File: config.mk
export PLATFORM = sky130hd
export DESIGN_NAME = ex_result_flags
export DESIGN_NICKNAME = d
export VERILOG_FILES = /design/src/rtl/cpu_pkg.sv /design/src/rtl/flag_reg.sv /design/src/rtl/ex_result_flags.sv
export SDC_FILE = /design/constraint.sdc
export NUM_CORES = 1
export LEC_CHECK = 0
export CORE_MARGIN = 2
export CORE_UTILIZATION = 45
export CTS_CLUSTER_DIAMETER = 40
export CTS_CLUSTER_SIZE = 12
export DETAILED_ROUTE_END_ITERATION = 10
export PLACE_DENSITY = 0.84
export REMOVE_ABC_BUFFERS = 1
export SLEW_MARGIN = 25
export SYNTH_ARGS = -nofsm -noshare
export SYNTH_HDL_FRONTEND = slang
export SYNTH_HIERARCHICAL = 1
export SYNTH_SLANG_ARGS = --single-unit
File: constraint.sdc
create_clock -name clk -period 2.4 [get_ports clk]
set_input_delay 0.36 -clock clk [delete_from_list [all_inputs] [get_ports clk]]
set_output_delay 0.36 -clock clk [all_outputs]
set_load 0.1 [all_outputs]
File: src/rtl/cpu_pkg.sv
// Shared CPU definitions: opcode encoding, flag bit positions and flag-update helpers.
package cpu_pkg;

    localparam int unsigned OP_W   = 4;
    localparam int unsigned FLAG_W = 3;

    localparam int unsigned FLAG_Z = 2;
    localparam int unsigned FLAG_V = 1;
    localparam int unsigned FLAG_N = 0;

    typedef enum logic [OP_W-1:0] {
        OP_ADD    = 4'd0,
        OP_SUB    = 4'd1,
        OP_XOR    = 4'd2,
        OP_RED    = 4'd3,
        OP_SLL    = 4'd4,
        OP_SRA    = 4'd5,
        OP_ROR    = 4'd6,
        OP_PADDSB = 4'd7,
        OP_LW     = 4'd8,
        OP_SW     = 4'd9,
        OP_LLB    = 4'd10,
        OP_LHB    = 4'd11,
        OP_B      = 4'd12,
        OP_BR     = 4'd13,
        OP_PCS    = 4'd14,
        OP_HLT    = 4'd15
    } opcode_e;

    // Opcodes that write all of Z, V and N.
    function automatic logic sets_zvn(input logic [OP_W-1:0] op);
        return (op == OP_ADD) || (op == OP_SUB);
    endfunction

    // Opcodes that write Z only; V and N keep their value.
    function automatic logic sets_z_only(input logic [OP_W-1:0] op);
        return (op == OP_XOR) || (op == OP_SLL) || (op == OP_SRA) || (op == OP_ROR);
    endfunction

endpackage

File: src/rtl/flag_reg.sv
// Architectural flag register with an independent write enable per bit.
module flag_reg
    import cpu_pkg::*;
(
    input  logic              clk,
    input  logic              rst_n,
    input  logic [FLAG_W-1:0] en,
    input  logic [FLAG_W-1:0] d,
    output logic [FLAG_W-1:0] q
);

    logic [FLAG_W-1:0] flags_d;
    logic [FLAG_W-1:0] flags_q;

    // Bitwise select: enabled bits take new value, others hold.
    always_comb begin
        flags_d = (en & d) | (~en & flags_q);
    end

    // Flag storage.
    always_ff @(posedge clk or negedge rst_n) begin
        if (!rst_n) begin
            flags_q <= '0;
        end else begin
            flags_q <= flags_d;
        end
    end

    assign q = flags_q;

endmodule

File: src/rtl/ex_result_flags.sv
// EX/MEM boundary register: captures ALU result/opcode, maintains Z/V/N flags
// and counts saturating PADDSB operations for debug.
module ex_result_flags
    import cpu_pkg::*;
#(
    parameter int unsigned DATA_W = 16,
    parameter int unsigned CNT_W  = 16
) (
    input  logic              clk,
    input  logic              rst_n,
    input  logic              valid_in,
    input  logic [OP_W-1:0]   opcode,
    input  logic [DATA_W-1:0] alu_result,
    input  logic              alu_ovfl,
    input  logic              stall,
    input  logic              flush,
    input  logic              sat_clr,
    output logic [DATA_W-1:0] result_q,
    output logic [OP_W-1:0]   op_q,
    output logic              valid_q,
    output logic              Z,
    output logic              V,
    output logic              N,
    output logic [FLAG_W-1:0] flags_next,
    output logic [CNT_W-1:0]  sat_cnt
);

    localparam logic [CNT_W-1:0] CNT_MAX = '1;

    logic              upd_c;
    logic              zvn_c;
    logic              zonly_c;
    logic [FLAG_W-1:0] flag_en_c;
    logic [FLAG_W-1:0] flag_d_c;
    logic [FLAG_W-1:0] flags_cur;

    logic [DATA_W-1:0] res_d,  res_q;
    logic [OP_W-1:0]   opc_d,  opc_q;
    logic              vld_d,  vld_q;
    logic [CNT_W-1:0]  cnt_d,  cnt_q;

    // Flag write enables/data and the bypass view of the post-edge flags.
    always_comb begin
        upd_c   = valid_in & ~stall & ~flush;
        zvn_c   = sets_zvn(opcode);
        zonly_c = sets_z_only(opcode);

        flag_en_c         = '0;
        flag_en_c[FLAG_Z] = upd_c & (zvn_c | zonly_c);
        flag_en_c[FLAG_V] = upd_c & zvn_c;
        flag_en_c[FLAG_N] = upd_c & zvn_c;

        flag_d_c         = '0;
        flag_d_c[FLAG_Z] = (alu_result == '0);
        flag_d_c[FLAG_V] = alu_ovfl;
        flag_d_c[FLAG_N] = alu_result[DATA_W-1];

        flags_next = (flag_en_c & flag_d_c) | (~flag_en_c & flags_cur);
    end

    flag_reg u_flag_reg (
        .clk   (clk),
        .rst_n (rst_n),
        .en    (flag_en_c),
        .d     (flag_d_c),
        .q     (flags_cur)
    );

    assign Z = flags_cur[FLAG_Z];
    assign V = flags_cur[FLAG_V];
    assign N = flags_cur[FLAG_N];

    // Pipeline register next state: flush kills valid only, stall holds all.
    always_comb begin
        res_d = res_q;
        opc_d = opc_q;
        vld_d = vld_q;
        if (flush) begin
            vld_d = 1'b0;
        end else if (!stall) begin
            res_d = alu_result;
            opc_d = opcode;
            vld_d = valid_in;
        end
    end

    // Saturation counter next state: clear wins, increment stops at all-ones.
    always_comb begin
        cnt_d = cnt_q;
        if (sat_clr) begin
            cnt_d = '0;
        end else if (upd_c && (opcode == OP_PADDSB) && alu_ovfl && (cnt_q != CNT_MAX)) begin
            cnt_d = cnt_q + CNT_W'(1);
        end
    end

    // EX/MEM and counter storage.
    always_ff @(posedge clk or negedge rst_n) begin
        if (!rst_n) begin
            res_q <= '0;
            opc_q <= '0;
            vld_q <= 1'b0;
            cnt_q <= '0;
        end else begin
            res_q <= res_d;
            opc_q <= opc_d;
            vld_q <= vld_d;
            cnt_q <= cnt_d;
        end
    end

    assign result_q = res_q;
    assign op_q     = opc_q;
    assign valid_q  = vld_q;
    assign sat_cnt  = cnt_q;

endmodule

==> results of run 1 <==
worst paths after layout:
kind / depth (start not counted) / endpoint / slack [ns]
min in group clk: 3 / valid_q / 0.51
max: 5 / flags_next[0] / 0.09
min: 2 / sat_cnt[7] / 0.48
max reg2reg: 5 / sat_cnt[15] / 0.26
min reg2reg: 1 / result_q[3] / 0.51
max in group asynchronous: 3 / result_q[1] / 1.47
Yosys cell counts, types with 3 or more instances:
cell type and n:
a21oi_1 13, or4_1 8, nand3_1 3, nor3_1 3, o31ai_1 9, buf_2 3, nor4_1 5, dfrtp_1 40
nand2_1 8, nor2b_1 3, mux2_2 25, mux2_4 3, o21ai_0 4, and4_1 6, nor2_1 4
cell families (layout without fill, tap and decap cells):
kind of cell | count (synthesis) | count (layout) | synth area share, %
buffers and inverters | 10 | 95 | 3.26
and+or+nand+nor | 58 | 58 | 19.9
muxes | 29 | 29 | 17.2
adders and majority gates | 1 | 1 | 0.639
DFF | 40 | 40 | 51.2
AOI/OAI and AO/OA | 26 | 26 | 7.80
layout by cell type (no fill, tap or decap), types with 3 or more instances in the layout:
cell,count
nor3_1,3
and4_1,6
a21oi_1,12
nand3_1,3
o21ai_0,4
nand2_1,8
nor2_1,3
clkdlybuf4s50_1,21
buf_12,4
dlygate4sd2_1,4
nor4_1,5
mux2_4,5
or4_1,8
dfrtp_1,40
buf_4,55
nor2b_1,3
clkbuf_8,5
o31ai_1,9
mux2_2,23
metrics by stage:
stage	power, mW	cells	hold slack [ns]
after floorplan	1.33	155	0.0644
after global placement	1.55	288	0.491
after detailed placement	1.56	288	0.497
after CTS	2.02	297	0.222
after global routing	2.08	299	0.494
final	2.01	299	0.478
per-layer routing:
metal	vias up	track usage (%)
li1	793	-
met1	820	22.9
met2	66	33.3
met3	7	8.08
met4	0	3.85
met5	-	0
sequential cells by signal, summed over array words and instances (netlist names), named ones only:
| signal | cells |
|---|---|
| op_q | 4 |
| result_q | 16 |
| valid_q | 1 |
| sat_cnt | 16 |
power by group through the flow:
| stage | combinational [mW] | clock [mW] | sequential [mW] |
|---|---|---|---|
| after floorplan | 0.130 | 0 | 1.20 |
| after global placement | 0.780 | 0 | 0.774 |
| after detailed placement | 0.785 | 0 | 0.776 |
| after CTS | 0.789 | 0.468 | 0.764 |
| after global routing | 0.814 | 0.499 | 0.771 |
| final | 0.788 | 0.456 | 0.764 |
layout make-up:
cell class	instances	share of cell area, %
clock inverters	3	0.840
flip-flops and latches	40	35.4
clock buffers	5	2.43
repair buffers	86	26.6
well taps	50	2.21
inverters	1	0.133
multi-input cells	114	32.4
timing repair:
action,4_1_cts,5_1_grt
hold buffers,0,1
gates resized for setup,9,0
hold endpoints to repair,0,11
endpoints found under the setup margin,3,0
buffers inserted,1,0
==> metrics.md, run 1 <==
| Metric | Value |
|---|---|
| Post-DP HPWL | 3350 um |
| Critical Path Start Type | primary input |
| Met1 WL | 1860 um |
| Seq cells post-synth | 40 |
| Critical-path maximum fanout | 3 |
| Initial Util | a little under half |
| Clock Skew | 0.00746 ns |
| Worst Path Buf+Inv | 2 |
| Sw Share | a little over two fifths |
| Mapped Area | slightly below 2000 um2 |
| Worst path top cell family by delay | simple AND/OR/NAND/NOR gates |
| # IOs | 70 |
| Final Max Tran Viols | 0 |
| PD cells | between 700 and 800 nW/um2 |
| CP arrival | just under 2 ns |
| Fmax | 433 MHz |
| Post-synth cell types | 36 |
| Setup TNS | 0 ns |
| Area of the multi-input gates | 916 um2 |
| Met3 wire length | 386 um |
| Met2 Routed Length | approximately 2300 um |
| Buffers on Ports | 69 |
| Reg2reg start | sat_cnt[0] |
| Grt ovf | 0 |
| Slew margin rel. | between 60% and 70% |
| Clock sinks | 40 |
| Fraction of synthesis flops using an asynchronous set or reset pin | 100% |
| Pin count of the biggest net entering global routing | 41 |
| Bufs on Longest Clock Path | 2 |
| Post-layout util | ~70% |
| Gr usage total | 19.4% |
| Area leader, netlist | dfrtp_1 |
| Total routed wirelength | ~4500 um |
| Nets | about 280 |
| RSZ-0062 raised after global routing | no |
| Status | finished clean |
| Final setup viols | 0 |
| CTS Root Cell | clkbuf_8 |
| Detailed-route via count | around 1700 |
| Yosys warns | 6 |
| Slowest Stage Delay on Critical Path | ~0.57 ns |
| Wirelength per Cell | 15.2 um |
| Post-route setup slack | approximately 0.088 ns |
| Final instance area | 2830 um2 |
| Share of the synthesized area in the top cell type | 51.2% |
| Synth Area per Inst | around 12 um2 |
| FILL cells | 324 |
| Final Cycle Share | a little over nine tenths |
| CTS tree | yes |
| N_diodes | 0 |
| Clk slew on worst S/H paths | about 0.090 ns |
| Syn Inst Count | about 160 |
| Tmin final | between 2 and 2.5 ns |
| Share of power burned in registers | around 38% |
| Top Metal Used | met4 |
| Area Growth Syn to Fin | 44.6% |
| Sw Pwr | roughly 0.86 mW |
| First-pass GRT wire length | roughly 7700 um |
| Avg Vias per Cell | 5.64 |
| Initial DRC count | 121 |
| Int Power | approximately 1.1 mW |
| Clk_lat worst skew | 0.29 ns |
| Post-placement setup slack | -0.263 ns |
| Pre-antenna DRT Iters | 4 |
| Number of H-tree levels | 2 |
| Least-Margin Pin Slew | 0.556 ns |
| Crit-path cells | dlygate4sd2_1, or4b_4, nor3_4, mux2_4, buf_12 |
| Layout cells sized above 1 | between 40 and 50% |
| Area post-placement | 2680 um2 |
| CP max-delay cell | or4b_4 |
| Vias in the first global route | 1707 |
| Max cap viols | 0 |
| Initial antenna violation count | 0 |
| Die width | around 70 um |
| Final GP Congestion | just over 0.8 |
| Register area share after synthesis | 51.2% |
| Clock Power Share | roughly 23% |
| Lkg Pwr | between 1 and 1.5 nW |
| CTS buffer count | 5 |
| Core area | a little over 4000 um2 |
| Logic pwr share | between 30% and 40% |
| Synth Flop Type | dfrtp_1 |
| Max IR drop VDD | roughly 0.48 mV |
| Critical path capture point type | output pin |
| DRT antenna net count | 0 |
| Rows | 23 |
| Worst hold path type | primary input to asynchronous set/reset pin |
| Reg area | ~1000 um2 |
| Crit Path Class | primary input to output pin |
| Hold Violations, Final | 0 |
| Critical Path Start | flush |
| Ranking of synthesized cells by area | dfrtp_1 (51%), mux2_2 (14%), o31ai_1 (3.5%) |
| Die Y | roughly 70 um |
| Die area | ~5000 um2 |
| Post-synth EDFFs | 0 |
| Crit path required time | 2.04 ns |
| Drt drc | 0 |
(Power assumes the default switching activity.)
==> run 2: changes to the inputs <==
--- a/config.mk
+++ b/config.mk
@@ -12,6 +12,7 @@
 export DETAILED_ROUTE_END_ITERATION = 10
 export PLACE_DENSITY = 0.84
 export REMOVE_ABC_BUFFERS = 1
+export SKIP_LAST_GASP = 1
 export SLEW_MARGIN = 25
 export SYNTH_ARGS = -nofsm -noshare
 export SYNTH_HDL_FRONTEND = slang
==> results of run 2 <==
No change in the layout: final DEF, timing and power equal those of run 1.
